[src/rtl/vga_timing_gen.sv]
`default_nettype none
// ============================================================================
//  Module      : vga_timing_gen
//  Description : Raster timing generator for 640x480@60 on a 25 MHz pixel
//                clock. Produces the pixel coordinate (xx, yy), the
//                active-video flag, the hsync/vsync pulses, a frame-start
//                strobe and a wrapping frame counter. Every output is a
//                register, and each flag is decoded from the coordinate
//                loaded on the same edge, so the flags always match xx/yy.
//  Revision    : 1.0 - initial release
// ============================================================================
module vga_timing_gen #(
    parameter int H_ACTIVE = 640,
    parameter int H_FP     = 16,
    parameter int H_SYNC   = 96,
    parameter int H_BP     = 48,
    parameter int V_ACTIVE = 480,
    parameter int V_FP     = 10,
    parameter int V_SYNC   = 2,
    parameter int V_BP     = 33,
    parameter int SYNC_POL = 0
) (
    input  logic       Pclk,
    input  logic       reset_n,
    input  logic       pix_en,
    output logic [9:0] xx,
    output logic [9:0] yy,
    output logic       aactive,
    output logic       hsync,
    output logic       vsync,
    output logic       frame_start,
    output logic [7:0] frame_count
);

    // ------------------------------------------------------------------------
    // Derived raster geometry, sized to the 10-bit counters
    // ------------------------------------------------------------------------
    localparam int H_TOTAL = H_ACTIVE + H_FP + H_SYNC + H_BP;
    localparam int V_TOTAL = V_ACTIVE + V_FP + V_SYNC + V_BP;

    localparam logic [9:0] c_h_last     = 10'(H_TOTAL - 1);
    localparam logic [9:0] c_v_last     = 10'(V_TOTAL - 1);
    localparam logic [9:0] c_h_active   = 10'(H_ACTIVE);
    localparam logic [9:0] c_v_active   = 10'(V_ACTIVE);
    localparam logic [9:0] c_hs_start   = 10'(H_ACTIVE + H_FP);
    localparam logic [9:0] c_hs_end     = 10'(H_ACTIVE + H_FP + H_SYNC);
    localparam logic [9:0] c_vs_start   = 10'(V_ACTIVE + V_FP);
    localparam logic [9:0] c_vs_end     = 10'(V_ACTIVE + V_FP + V_SYNC);
    localparam logic       c_sync_on    = (SYNC_POL != 0);

    // ------------------------------------------------------------------------
    // State registers
    // ------------------------------------------------------------------------
    logic [9:0] r_xx;
    logic [9:0] r_yy;
    logic       r_aactive;
    logic       r_hsync;
    logic       r_vsync;
    logic       r_frame_start;
    logic [7:0] r_frame_count;
    // Set by reset; blocks the frame-count increment on the reset-release
    // wrap, which lands on (0,0) without a frame having been displayed.
    logic       r_first;

    // ------------------------------------------------------------------------
    // Next-position and flag decode
    // ------------------------------------------------------------------------
    logic       w_x_wrap;
    logic       w_y_wrap;
    logic [9:0] w_nx;
    logic [9:0] w_ny;
    logic       w_n_active;
    logic       w_n_hsync;
    logic       w_n_vsync;
    logic       w_n_frame_start;

    // Compute the coordinate the next enabled edge will load, and its flags
    always_comb begin
        w_x_wrap = (r_xx == c_h_last);
        w_y_wrap = (r_yy == c_v_last);

        w_nx = w_x_wrap ? 10'd0 : (r_xx + 10'd1);
        if (w_x_wrap) begin
            w_ny = w_y_wrap ? 10'd0 : (r_yy + 10'd1);
        end else begin
            w_ny = r_yy;
        end

        w_n_active      = (w_nx < c_h_active) && (w_ny < c_v_active);
        w_n_hsync       = ((w_nx >= c_hs_start) && (w_nx < c_hs_end)) ? c_sync_on : ~c_sync_on;
        w_n_vsync       = ((w_ny >= c_vs_start) && (w_ny < c_vs_end)) ? c_sync_on : ~c_sync_on;
        w_n_frame_start = (w_nx == 10'd0) && (w_ny == 10'd0);
    end

    // ------------------------------------------------------------------------
    // Sequential update: reset parks at the last pixel, enable advances,
    // stall holds everything except the frame-start strobe
    // ------------------------------------------------------------------------
    // Register the position, flags and frame counter
    always_ff @(posedge Pclk) begin
        if (!reset_n) begin
            r_xx          <= c_h_last;
            r_yy          <= c_v_last;
            r_aactive     <= 1'b0;
            r_hsync       <= ~c_sync_on;
            r_vsync       <= ~c_sync_on;
            r_frame_start <= 1'b0;
            r_frame_count <= 8'd0;
            r_first       <= 1'b1;
        end else if (pix_en) begin
            r_xx          <= w_nx;
            r_yy          <= w_ny;
            r_aactive     <= w_n_active;
            r_hsync       <= w_n_hsync;
            r_vsync       <= w_n_vsync;
            r_frame_start <= w_n_frame_start;
            r_first       <= 1'b0;
            if (w_n_frame_start && !r_first) begin
                r_frame_count <= r_frame_count + 8'd1;
            end
        end else begin
            // Stalled: the strobe must not repeat while the position holds
            r_frame_start <= 1'b0;
        end
    end

    // ------------------------------------------------------------------------
    // Outputs are driven straight from registers
    // ------------------------------------------------------------------------
    assign xx          = r_xx;
    assign yy          = r_yy;
    assign aactive     = r_aactive;
    assign hsync       = r_hsync;
    assign vsync       = r_vsync;
    assign frame_start = r_frame_start;
    assign frame_count = r_frame_count;

endmodule
`default_nettype wire
[config.mk]
export PLATFORM = sky130hd
export DESIGN_NAME = vga_timing_gen
export DESIGN_NICKNAME = d
export VERILOG_FILES = /design/src/rtl/vga_timing_gen.sv
export SDC_FILE = /design/constraint.sdc
export NUM_CORES = 1
export LEC_CHECK = 0
export ABC_AREA = 0
export ABC_CLOCK_PERIOD_IN_PS = 8800
export BUFFER_PORTS_ARGS = -buffer_cell sky130_fd_sc_hd__buf_4
export CAP_MARGIN = 20
export CORE_ASPECT_RATIO = 1.1
export CORE_MARGIN = 4
export CORE_UTILIZATION = 55
export CTS_CLUSTER_SIZE = 28
export DETAILED_ROUTE_END_ITERATION = 8
export HOLD_SLACK_MARGIN = 0.02
export PLACE_DENSITY = 0.78
export SYNTH_ARGS = -nofsm -noshare
export SYNTH_HDL_FRONTEND = slang
export SYNTH_SLANG_ARGS = --single-unit
[constraint.sdc]
create_clock -name Pclk -period 8.8 [get_ports Pclk]
set_clock_uncertainty 0.2 [all_clocks]
set_input_delay 0.88 -clock Pclk [delete_from_list [all_inputs] [get_ports Pclk]]
set_output_delay 0.88 -clock Pclk [all_outputs]
set_load 0.005 [all_outputs]
==> results.tsv <==
stage	metric	value	unit
grt	initial antenna violation count	0	
job	number of max-cap violations	0	
power_and_ir_drop	power density over the cells	170	nW/µm²
synthesis	Mean Syn Cell Area	8.05	µm²
finish	total area of sequential cells	661	µm²
critical_path	max incr delay on CP	0.53	ns
power_and_ir_drop	Sw Ratio	35.1	%
clock_network	Clock Sinks	33	
hold_path	Hold Path Class	flop to flop	
hold_path	hold path depth	2	
synthesis	Post-synth ARST share	0	%
synthesis	Mapped Area	2140	µm²
synthesis	yosys warns	0	
critical_path	Reg2Reg Depth	8	
power_and_ir_drop	Leakage	0.936	nW
route	wire per inst	14.7	µm
critical_path	Cell Chain, Critical Path	ha_1 -> and4_4 -> and4b_1 -> a41oi_1 -> nor4_4 -> nand2_2 -> or3_1 -> a21oi_1	
placement	routability cong.	0.915	
placement	DP HPWL	3500	µm
finish	ANT cells	0	
sta	endpoints failing hold	0	
clock_network	post-CTS setup buffer count	0	
finish	layout net count	294	
synthesis	Gate Count Post-Synth	266	
sta	worst hold slack	0.265	ns
finish	Area growth syn-to-layout	12.4	%
die	die width	67.5	µm
power_and_ir_drop	Int Pwr	265	µW
placement	Port Buf Inserts	34	
route	DRC Markers	0	
clock_network	CTS tree	built	
synthesis	Yosys reg bits	33	
finish	area of the multi-input gates	1320	µm²
die	Die Y	73.5	µm
sta	post-route clock period utilization	37.7	%
clock_network	Num CTS Buffers	5	
synthesis	post-synth top area share	30.8	%
sta	RSZ-0062 raised after global routing	false	
sta	final setup fails	0	
clock_network	H-tree depth	2	
power_and_ir_drop	switching power	144	µW
critical_path	CP Buf/Inv Count	0	
synthesis	Yosys cell types	57	
clock_network	clk_lat worst skew	0.29	ns
synthesis	syn nets	274	
sta	FMAX	0.302	GHz
finish	fill count	324	
critical_path	Critical Path Sink Type	flop	
die	core area	3710	µm²
synthesis	Post-synth EDFFs	0	
route	Initial DRC Count	208	
critical_path	CP required	8.82	ns
critical_path	crit path launch type	flop	
grt	first-pass GRT wire length	8490	µm
die	cell row count	23	
clock_network	CTS Root Cell	clkbuf_8	
sta	fin crit period	3.32	ns
route	Routed Antenna Nets	0	
grt	GRT Residual Overflow	0	
route	final WL	4960	µm
grt	gr usage total	22.1	%
sta	setup_tns	0	ns
critical_path	Crit-path slowest cell	and4b_1	
sta	Slew @ Worst Pin	0.730	ns
die	Initial Util	57.7	%
sta	Slew Viols, Final	0	
critical_path	CP delay by family, top	simple AND/OR/NAND/NOR gates	
power_and_ir_drop	power share of the clock group	26.9	%
clock_network	CTS Buffer Depth	2	
sta	Max-slew headroom	51.3	%
grt	vias in the first global route	1744	
critical_path	Crit. path cell count	8	
route	First-pass DRT Iterations	4	
route	via/cell ratio	5.96	
clock_network	clk slew on worst S/H paths	0.07	ns
synthesis	Synth area leaders	dfxtp_1, xor2_1, a21oi_1	
power_and_ir_drop	sequential power share	43.6	%
clock_network	cts hold-fix bufs	0	
status	status	complete, no violations	
synthesis	area leader, netlist	dfxtp_1	
finish	Final Util	64.8	%
clock_network	Post-CTS Resized	0	
grt	largest net degree at the start of global routing	23	
synthesis	predominant post-synthesis flop cell	dfxtp_1	
power_and_ir_drop	logic gate share of total power	29.5	%
critical_path	crit path max fanout	15	
route	via count	2008	
power_and_ir_drop	peak supply drop	0.000111	V
die	# IOs	35	
finish	share of layout cells above drive strength 1	20.2	%
critical_path	crit path DAT	3.33	ns
synthesis	Seq/Total Area, Yosys	30.8	%
critical_path	CP Class	flop to flop	
die	DIE AREA	4960	µm²
==> power groups by stage <==
| stage | logic [mW] | clock network (mW) | registers [mW] |
|---|---|---|---|
| floorplan | 0.110 | 0 | 0.170 |
| global placement | 0.118 | 0 | 0.181 |
| detailed placement | 0.119 | 0 | 0.181 |
| CTS | 0.120 | 0.115 | 0.178 |
| global route | 0.134 | 0.123 | 0.181 |
| finish | 0.121 | 0.110 | 0.178 |
==> flip-flops by register name, indices dropped and copies added (netlist names) <==
name / cells
aactive: 1
frame_count: 8
frame_start: 1
hsync: 1
r_first: 1
vsync: 1
xx: 10
yy: 10
==> cells in the final DEF, fill, tap and decap left out, types with 8 or more instances in the layout <==
master and instances:
a21oi_1 23, nand4_1 10, nor2_1 21, nand3_1 12, dfxtp_1 33, buf_4 34, xor2_1 14, o21ai_0 20
or3_1 8, nor3_1 8, nand2_1 25
==> final timing paths <==
kind                        start                     endpoint  slack (ns)
max            xx[0]$_SDFFE_PN1P_  frame_count[4]$_SDFFE_PN0P_        5.48
min          aactive$_SDFFE_PN0P_         aactive$_SDFFE_PN0P_        0.26
max reg2reg    xx[0]$_SDFFE_PN1P_  frame_count[4]$_SDFFE_PN0P_        5.48
min reg2reg  aactive$_SDFFE_PN0P_         aactive$_SDFFE_PN0P_        0.26
==> layer usage <==
metal,GRT usage (%),share of wire (%)
met3,5.50,5.9
met1,30.8,46
met5,0,0
met4,7.66,1.0
met2,32.9,47
==> area by class of cell <==
| class | instances | share of cell area (%) |
|---|---|---|
| inverters | 6 | 0.936 |
| flip-flops and latches | 33 | 27.4 |
| multi-input cells | 206 | 55.0 |
| clock inverters | 2 | 0.416 |
| well taps | 50 | 2.60 |
| clock buffers | 6 | 3.01 |
| repair buffers | 34 | 10.6 |
==> worst reg2reg max path, stage by stage (launching register included) <==
cell     delay, ns
dfxtp_1       0.46
ha_1          0.36
and4_4        0.34
and4b_1       0.53
a41oi_1       0.26
nor4_4        0.38
nand2_2       0.19
or3_1         0.39
a21oi_1       0.14
==> synth_stat cells (3+ instances only) <==
cell type,n
dfxtp_1,33
nand2_1,25
a21oi_1,23
nor2_1,21
o21ai_0,20
xor2_1,14
nand3_1,12
nand4_1,10
clkbuf_1,9
nor3_1,8
or3_1,8
buf_6,6
inv_1,6
and3_1,5
ha_1,5
a31oi_1,4
and2_1,3
and4b_1,3
buf_2,3
or2_2,3
xnor2_1,3
==> cell families (layout without fill, tap and decap cells) <==
logic type,Yosys count,after routing,share of synthesized area (%)
and+or+nand+nor,116,116,32.0
adders and majority gates,5,5,2.92
DFF,33,33,30.8
AOI/OAI and AO/OA,66,66,19.0
muxes,2,2,0.935
buffers and inverters,27,48,7.36
xor gates and xnor gates,17,17,6.95
==> metrics by stage <==
| step | worst slack, ns | instances | area, µm² | power, mW |
|---|---|---|---|---|
| global route | 5.29 | 337 | 2410 | 0.438 |
| CTS | 5.50 | 337 | 2410 | 0.413 |
| global placement | 5.64 | 329 | 2320 | 0.299 |
| floorplan | 5.98 | 266 | 2140 | 0.280 |
| detailed placement | 5.56 | 329 | 2320 | 0.300 |
| finish | 5.48 | 337 | 2410 | 0.409 |
(Power assumes the default switching activity.)
